File: src/rtl/bcd_display_scan_if.sv
// Display-scan bus: packed BCD/dp capture inputs and multiplexed segment outputs.
// Latency: none, this is a wiring bundle only.
// Backpressure: none; load is level-sampled and the display is free-running.
interface bcd_display_scan_if;
  logic [15:0] bcd_in;
  logic [3:0]  dp_in;
  logic        load;
  logic        blank_lz;
  logic [3:0]  ssd_ctl;
  logic [7:0]  ssd_seg;
  logic        frame_done;

  // Producer side: supplies digits, observes the display lines.
  modport master (
    output bcd_in, dp_in, load, blank_lz,
    input  ssd_ctl, ssd_seg, frame_done
  );

  // Display driver side.
  modport slave (
    input  bcd_in, dp_in, load, blank_lz,
    output ssd_ctl, ssd_seg, frame_done
  );
endinterface

File: src/rtl/bcd_display_scan.sv
// 4-digit common-anode seven-segment scanner with frame-aligned double buffering.
// Latency: load to display 1 clk (load on the wrap edge) up to 4*SCAN_DIV clks.
// Backpressure: none; newest pending load wins, shadow updates only at frame wrap.
module bcd_display_scan #(
  parameter int SCAN_DIV = 50000
) (
  input  logic                clk,
  input  logic                rst_n,
  bcd_display_scan_if.slave   bus
);

  logic [15:0] div_cnt;
  logic [1:0]  slot;
  logic        tick;
  logic        wrap;

  logic [15:0] pend_bcd;
  logic [3:0]  pend_dp;
  logic        pend_valid;
  logic [15:0] shad_bcd;
  logic [3:0]  shad_dp;
  logic        frame_done_q;

  logic [3:0]  digit;
  logic [6:0]  seg7;
  logic [3:0]  lz;
  logic [3:0]  ctl_d;
  logic [7:0]  seg_d;

  assign tick = (div_cnt == 16'(SCAN_DIV - 1));
  assign wrap = tick && (slot == 2'd3);

  // Prescaler and slot counter; slot steps once per SCAN_DIV clks.
  always_ff @(posedge clk or negedge rst_n) begin
    if (!rst_n) begin
      div_cnt <= '0;
      slot    <= '0;
    end else if (tick) begin
      div_cnt <= '0;
      slot    <= slot + 2'd1;
    end else begin
      div_cnt <= div_cnt + 16'd1;
    end
  end

  // Double buffer: loads park in pending, shadow only changes at the frame wrap
  // so a count update never tears the frame being scanned.
  always_ff @(posedge clk or negedge rst_n) begin
    if (!rst_n) begin
      pend_bcd     <= '0;
      pend_dp      <= '0;
      pend_valid   <= 1'b0;
      shad_bcd     <= '0;
      shad_dp      <= '0;
      frame_done_q <= 1'b0;
    end else begin
      frame_done_q <= wrap;
      if (wrap) begin
        if (bus.load) begin
          shad_bcd <= bus.bcd_in;
          shad_dp  <= bus.dp_in;
        end else if (pend_valid) begin
          shad_bcd <= pend_bcd;
          shad_dp  <= pend_dp;
        end
        pend_valid <= 1'b0;
      end else if (bus.load) begin
        pend_bcd   <= bus.bcd_in;
        pend_dp    <= bus.dp_in;
        pend_valid <= 1'b1;
      end
    end
  end

  // Segment decode of the selected shadow digit; driven only from registered
  // state plus the live blanking enable.
  always_comb begin
    digit = shad_bcd[{slot, 2'b00} +: 4];
    seg7  = 7'h3F;
    case (digit)
      4'd0:    seg7 = 7'h40;
      4'd1:    seg7 = 7'h79;
      4'd2:    seg7 = 7'h24;
      4'd3:    seg7 = 7'h30;
      4'd4:    seg7 = 7'h19;
      4'd5:    seg7 = 7'h12;
      4'd6:    seg7 = 7'h02;
      4'd7:    seg7 = 7'h78;
      4'd8:    seg7 = 7'h00;
      4'd9:    seg7 = 7'h10;
      default: seg7 = 7'h3F;
    endcase

    // A digit is a leading zero if it and every higher digit are zero; digit0 always shows.
    lz    = '0;
    lz[3] = (shad_bcd[15:12] == 4'd0);
    lz[2] = lz[3] && (shad_bcd[11:8] == 4'd0);
    lz[1] = lz[2] && (shad_bcd[7:4] == 4'd0);

    ctl_d = ~(4'b0001 << slot);
    seg_d = {~shad_dp[slot], seg7};
    if (bus.blank_lz && lz[slot]) begin
      seg_d = 8'hFF;
    end
  end

  assign bus.ssd_ctl    = ctl_d;
  assign bus.ssd_seg    = seg_d;
  assign bus.frame_done = frame_done_q;

endmodule

File: src/flat_wrapper.sv
// flat-port wrapper written by rule: the top's interface ports become plain ports
module bcd_display_scan_flat 
#(
  parameter int SCAN_DIV = 50000
)
  (clk, rst_n, bus_bcd_in, bus_dp_in, bus_load, bus_blank_lz, bus_ssd_ctl, bus_ssd_seg, bus_frame_done);
  bcd_display_scan_if bus_i ();
  input  logic clk;
  input  logic rst_n;
  input wire logic [$bits(bus_i.bcd_in)-1:0] bus_bcd_in;
  input wire logic [$bits(bus_i.dp_in)-1:0] bus_dp_in;
  input wire logic [$bits(bus_i.load)-1:0] bus_load;
  input wire logic [$bits(bus_i.blank_lz)-1:0] bus_blank_lz;
  output wire logic [$bits(bus_i.ssd_ctl)-1:0] bus_ssd_ctl;
  output wire logic [$bits(bus_i.ssd_seg)-1:0] bus_ssd_seg;
  output wire logic [$bits(bus_i.frame_done)-1:0] bus_frame_done;
  assign bus_i.bcd_in = bus_bcd_in;
  assign bus_i.dp_in = bus_dp_in;
  assign bus_i.load = bus_load;
  assign bus_i.blank_lz = bus_blank_lz;
  assign bus_ssd_ctl = bus_i.ssd_ctl;
  assign bus_ssd_seg = bus_i.ssd_seg;
  assign bus_frame_done = bus_i.frame_done;
  bcd_display_scan #(.SCAN_DIV(SCAN_DIV)) u_core (.clk(clk), .rst_n(rst_n), .bus(bus_i));
endmodule
File: config.mk
export PLATFORM = sky130hd
export DESIGN_NAME = bcd_display_scan_flat
export DESIGN_NICKNAME = d
export VERILOG_FILES = /design/src/rtl/bcd_display_scan_if.sv /design/src/rtl/bcd_display_scan.sv /design/src/flat_wrapper.sv
export SDC_FILE = /design/constraint.sdc
export NUM_CORES = 1
export LEC_CHECK = 0
export CAP_MARGIN = 20
export CORE_MARGIN = 2
export CORE_UTILIZATION = 30
export CTS_BUF_LIST = sky130_fd_sc_hd__clkbuf_8
export DETAILED_ROUTE_END_ITERATION = 8
export PLACE_DENSITY = 0.53
export SLEW_MARGIN = 30
export SYNTH_ARGS = -nofsm -noshare
export SYNTH_HDL_FRONTEND = slang
export SYNTH_SLANG_ARGS = --single-unit
File: constraint.sdc
create_clock -name clk -period 6.1 [get_ports clk]
set_input_delay 1.22 -clock clk [delete_from_list [all_inputs] [get_ports clk]]
set_output_delay 1.22 -clock clk [all_outputs]
set_load 0.005 [all_outputs]
==> impl_metrics.yaml, run 1 <==
placement:
  place.port_buffers: 36
  dp.final_hpwl_um: 4240
  placedInstanceArea_sq_um: 3660
  place.gp.congestion: 0.743
  dpl_worst_slack_ns: 2.18
route:
  num_vias: 1967
  avgRoutedWirePerCell_um: 14.7
  drc: 0
  viasPerCell: 4.63
  wirelength_um: 6230
  drt.antenna.violating_nets: 0
  initialDrtViolationCount: 104
  count_of_tritonroute_iterations_in_the_first_routing_pass: 4
sta:
  clock_tree_skew_after_final_layout_ns: 0.00973
  setup-violations-final: 0
  timing.final.max_slew_violations: 0
  hold_viol: 0
  fin_ws_ns: 2.15
  min_period_ns: 3.95
  tns_ns: 0
  max-slew-margin-rel: 0.472
  worst_pin_slew_ns: 0.792
  grt_setup_unrepaired: "no"
  fin_crit_sh: 0.648
  max_freq_ghz: 0.253
worst_setup_path:
  data_required_time_of_the_critical_path_ns: 4.88
  worst_setup_path_end_kind: "output pin"
  critPathMaxFanout: 10
  timing_worst_setup_path_type: "reg2out"
  cp-start-kind: "flip-flop"
  critical_path_arrival_ns: 2.73
global_routing:
  grtUsageMet1: 0.168
  overflow_left_after_global_routing: 0
  grt_antenna_before_repair: 0
  groute.layer.met3.usage: 0.0236
  grt_first_pass_wirelength_um: 10600
  gr-usage-met2: 0.177
  grt_max_degree: 61
  grt-busiest-layer: "met2"
  vias_in_the_first_global_route: 2074
  grt_util_all_layers: 0.119
synthesis:
  synthesis.instances: 247
  yosys_register_bits: 60
  syn-num-nets: 281
  syn_area_per_cell_sq_um: 13.0
  synth.top_cells.by_area: "dfrtp_1 (47%), mux2_2 (15%), mux2_4 (9.4%)"
  adder_cell_area_share_of_the_yosys_netlist: 0.0391
  synth_simple_gate_area_share: 0.111
  number_of_synthesized_flops_with_an_enable_pin: 0
  dominant_combinational_cell_family_by_area_after_synthesis: "multiplexers"
  yosys-mux-area-fraction: 0.279
  seq_area_frac_synth: 0.469
  synthesis.area_sq_um: 3200
  synth_flop_cell: "dfrtp_1"
  synth-async-reset-ratio: 1.00
  synth_area_in_xor_xnor: 0.0328
  synth_compound_area_frac: 0.0360
  yosysWarnings: 0
  yosys.area.top_type_share: 0.469
  post-synth-top-area-cell: "dfrtp_1"
  synth.distinct_cells: 40
clock_tree:
  cts_buffer_count: 9
  cts_tree: "done"
  postcts_resize_cnt: 0
  cts-root-to-sink-buffers: 2
  post_cts.repair.setup_buffers: 0
  path_clk_slew_ns: 0.07
  htreeDepth: 3
  cts_sink_cnt: 60
  worst_skew_pair.late_latency_ns: 0.33
  cts.hold.buffers_added: 0
  ctsRootBufferMaster: "clkbuf_8"
floorplan:
  fp.coreArea_sq_um: 10300
  die_h_um: 107
  die_width_um: 107
  die_area_sq_um: 11500
  rows: 37
  io_pins: 37
  floorplan.initialDensity: 0.310
min_path:
  min_path_type: "reg2reg"
cells_and_area:
  post-route-cell-area_sq_um: 3860
  commonest_non_fill_non_tap_cells_in_the_layout: "dfrtp_1 (60), mux2_2 (42), clkdlybuf4s50_1 (34)"
  fill_cells: 1026
  fin_nets: 319
  antennaDiodeCount: 0
  final_util: 0.374
  synthToLayoutAreaGrowth_pct: 20.4
  final_common_cell: "dfrtp_1"
  share_of_cells_above_drive_strength_1: 0.308
power_and_ir_drop:
  total_power_mw: 0.829
  p_per_area_nw_per_um2: 215
  ir_worst_vdd_uv: 84.6
  power.static_leakage_nw: 1.73
flow_run:
  max_cap_violations: 0
run_status:
  run_status: "completed"
## power breakdown
group | switching (mW) | internal (mW) | total, mW | leakage, nW
Combinational | 0.0247 | 0.0370 | 0.0617 | 0.865
Sequential | 0.00545 | 0.411 | 0.417 | 0.773
Clock | 0.155 | 0.195 | 0.350 | 0.0956
Total | 0.185 | 0.643 | 0.829 | 1.73
## cell families after synthesis
family	Yosys count
flip-flops	60
buffers and inverters	21
AND/OR/NAND/NOR	57
XOR/XNOR	12
multiplexers	69
AO/OA/AOI/OAI	18
adder cells (fa/ha/maj)	10
## cells in the mapped netlist (4+ instances only)
master    n
buf_2     4
o21ai_0   4
and2_1    4
mux2_2   42
ha_1     10
a21oi_1   5
nor2_1   11
o21ai_1   4
inv_1    11
xnor2_1   5
mux2_4   20
nor4_1    4
mux4_2    4
xor2_1    7
dfrtp_1  60
nand3_1   6
nand2_1   8
## metal layers
metal	share of wire	vias up
met5	0	-
met1	0.51	950
met3	0.034	12
met4	0.021	0
met2	0.43	38
li1	-	967
## per-stage QoR
step | hold slack, ns | std cells
3_5_place_dp | 0.474 | 410
3_3_place_gp | 0.467 | 410
4_1_cts | 0.483 | 425
2_1_floorplan | 0.445 | 247
5_1_grt | 0.514 | 425
6_report | 0.479 | 425
## critical path, stage by stage (launching register included)
cell	delay [ns]
dfrtp_1	0.60
mux4_2	0.68
or2_0	0.29
a32oi_2	0.26
o21ai_1	0.12
clkdlybuf4s50_1	0.46
## flip-flops by register name, indices dropped and copies added (netlist names)
signal	flops
u_core.slot	2
u_core.div_cnt	16
u_core.bus.frame_done	1
u_core.pend_dp	4
u_core.shad_bcd	16
u_core.shad_dp	4
u_core.pend_valid	1
u_core.pend_bcd	16
## layout make-up
| class | instances | area, sq um | share of cell area |
|---|---|---|---|
| clock inverters | 5 | 53.8 | 0.0140 |
| repair buffers | 37 | 358 | 0.0928 |
| flip-flops and latches | 60 | 1500 | 0.389 |
| clock buffers | 10 | 138 | 0.0357 |
| inverters | 11 | 41.3 | 0.0107 |
| well taps | 136 | 170 | 0.0441 |
| multi-input cells | 166 | 1590 | 0.413 |
## final timing paths
check / startpoint / endpoint / slack (ns) / depth (start not counted)
worst max-delay path: u_core.slot[0] / bus_ssd_seg[0] / 2.15 / 5
worst min-delay path: u_core.div_cnt[0] / u_core.div_cnt[0] / 0.48 / 1
worst max register to register: u_core.div_cnt[0] / u_core.pend_bcd[7] / 3.38 / 5
worst min register to register: u_core.div_cnt[0] / u_core.div_cnt[0] / 0.48 / 1
max in group asynchronous: rst_n / u_core.pend_bcd[2] / 4.52 / 2
min in group asynchronous: rst_n / u_core.div_cnt[1] / 1.02 / 2
Power figures use the tool's default switching activity.
==> inputs of run 2 (changes only) <==
--- a/config.mk
+++ b/config.mk
@@ -10,7 +10,7 @@
 export CORE_UTILIZATION = 30
 export CTS_BUF_LIST = sky130_fd_sc_hd__clkbuf_8
 export DETAILED_ROUTE_END_ITERATION = 8
-export PLACE_DENSITY = 0.53
+export PLACE_DENSITY = 0.55
 export SLEW_MARGIN = 30
 export SYNTH_ARGS = -nofsm -noshare
 export SYNTH_HDL_FRONTEND = slang
==> constraint.sdc (replaced) <==
create_clock -name clk -period 3.3 [get_ports clk]
set_input_delay 0.66 -clock clk [delete_from_list [all_inputs] [get_ports clk]]
set_output_delay 0.66 -clock clk [all_outputs]
set_load 0.005 [all_outputs]
==> run 2 against run 1 <==
Effect of this change: clock power rose by 92%; non-clock buffer count rose by 7; combinational power rose by 90%; die area did not move; global-route usage rose by 0.18 points; total power rose by 88%; wire length rose by 3.9%; first-iteration DRC count fell by 45%; clock skew fell by 0.00089 ns; via count rose by 1.1%; register-to-register slack got worse by 2.5 ns; final area rose by 1.8%.
==> impl_metrics.yaml, run 2 (synthesized netlist as in run 1, its figures left out) <==
floorplan:
  floorplan.initialDensity: 0.310
  io_pins: 37
  rows: 37
  die_width_um: 107
  die_h_um: 107
  fp.coreArea_sq_um: 10300
  die_area_sq_um: 11500
worst_setup_path:
  data_required_time_of_the_critical_path_ns: 2.64
  slowest_delay_ns: 0.53
  cp_cell_sequence: "or4_1 -> o21ai_0 -> and3_1 -> nand2b_1 -> clkdlybuf4s50_1"
  crit_buf_inv: 1
  critPathMaxFanout: 3
  timing_worst_setup_path_type: "reg2out"
  cp-start-kind: "flip-flop"
  cp_slowest_cell: "or4_1"
  worst_path_dominant_cell_family: "simple AND/OR/NAND/NOR gates"
  worst_setup_path_end_kind: "output pin"
  critical_path_arrival_ns: 2.52
cells_and_area:
  commonest_non_fill_non_tap_cells_in_the_layout: "dfrtp_1 (58), mux2_2 (42), clkdlybuf4s50_1 (35)"
  final_common_cell: "dfrtp_1"
  final_cells: 432
  final_util: 0.380
  post-route-cell-area_sq_um: 3930
  share_of_cells_above_drive_strength_1: 0.331
  largest_regs: "u_core.div_cnt: 16 flops, u_core.pend_bcd: 16 flops, u_core.shad_bcd: 16 flops"
  fin_nets: 326
  antennaDiodeCount: 0
  synthToLayoutAreaGrowth_pct: 22.6
route:
  drt.antenna.violating_nets: 0
  wirelength_um: 6470
  num_vias: 1989
  avgRoutedWirePerCell_um: 15.0
  initialDrtViolationCount: 57
  count_of_tritonroute_iterations_in_the_first_routing_pass: 4
  viasPerCell: 4.60
  drc: 0
power_and_ir_drop:
  ir_worst_vdd_uv: 177
  power.static_leakage_nw: 1.78
  p_per_area_nw_per_um2: 397
  total_power_mw: 1.56
placement:
  dpl.cell_count: 413
  place.gp.congestion: 0.807
  place.port_buffers: 36
  dp.final_hpwl_um: 4550
  placedInstanceArea_sq_um: 3690
clock_tree:
  htreeDepth: 3
  cts_sink_cnt: 60
  cts_tree: "done"
  cts.hold.buffers_added: 0
  ctsRootBufferMaster: "clkbuf_8"
  cts-root-to-sink-buffers: 2
  cts_buffer_count: 9
  path_clk_slew_ns: 0.07
  worst_skew_pair.late_latency_ns: 0.34
sta:
  timing.hold.ws_ns: 0.371
  max-slew-margin-rel: 0.524
  fin_crit_sh: 0.963
  min_period_ns: 3.18
  timing.final.max_slew_violations: 0
  max_freq_ghz: 0.315
  setup-violations-final: 0
  clock_tree_skew_after_final_layout_ns: 0.00885
  worst_pin_slew_ns: 0.714
  hold_viol: 0
global_routing:
  grt_antenna_before_repair: 0
  grt_util_all_layers: 0.121
  overflow_left_after_global_routing: 0
  vias_in_the_first_global_route: 1985
  grt_max_degree: 33
  grt_first_pass_wirelength_um: 10500
run_status:
  run_status: "completed"
min_path:
  min_path_type: "in2async"
flow_run:
  max_cap_violations: 0
run 2: final cells by class:
| cell class | instances | area, sq um |
|---|---|---|
| Inverter | 11 | 41.3 |
| Sequential cell | 60 | 1500 |
| Multi-Input combinational cell | 166 | 1590 |
| Clock inverter | 4 | 48.8 |
| Fill cell | 1011 | 6400 |
| Timing Repair Buffer | 44 | 415 |
| Clock buffer | 11 | 151 |
| Tap cell | 136 | 170 |
run 2: layer usage:
metal	wire length, um	track usage	vias to the layer above
met5	0	0	-
met4	124	0.0594	0
met3	220	0.0315	8
met2	2880	0.175	34
met1	3250	0.168	979
li1	-	-	968
run 2: path summary, 6_finish.rpt:
path | from | slack [ns] | cells past startpoint | to
worst max-delay path | u_core.shad_bcd[4] | 0.12 | 5 | bus_ssd_seg[7]
worst min-delay path | rst_n | 0.37 | 1 | u_core.div_cnt[2]
worst max register to register | u_core.div_cnt[0] | 0.88 | 5 | u_core.pend_bcd[0]
worst min register to register | u_core.pend_valid | 0.48 | 2 | u_core.pend_valid
max in group asynchronous | rst_n | 2.23 | 2 | u_core.shad_bcd[11]
min in group clk | u_core.pend_valid | 0.48 | 2 | u_core.pend_valid
run 2: repair_timing:
item,4_1_cts,5_1_grt
resized for setup,1,1
setup buffers,0,4
endpoints found under the setup margin,5,5
run 2: power breakdown:
group | switching [mW] | leakage (nW) | internal (mW)
clock | 0.288 | 0.105 | 0.384
sequential | 0.00991 | 0.770 | 0.760
combinational | 0.0462 | 0.901 | 0.0705
total | 0.344 | 1.78 | 1.21
run 2: per-stage QoR:
| stage | setup slack, ns | TNS [ns] |
|---|---|---|
| floorplan | 0.878 | 0 |
| global placement | 0.358 | 0 |
| detailed placement | 0.302 | 0 |
| CTS | 0.0328 | 0 |
| global route | -0.0108 | -0.0173 |
| finish | 0.121 | 0 |
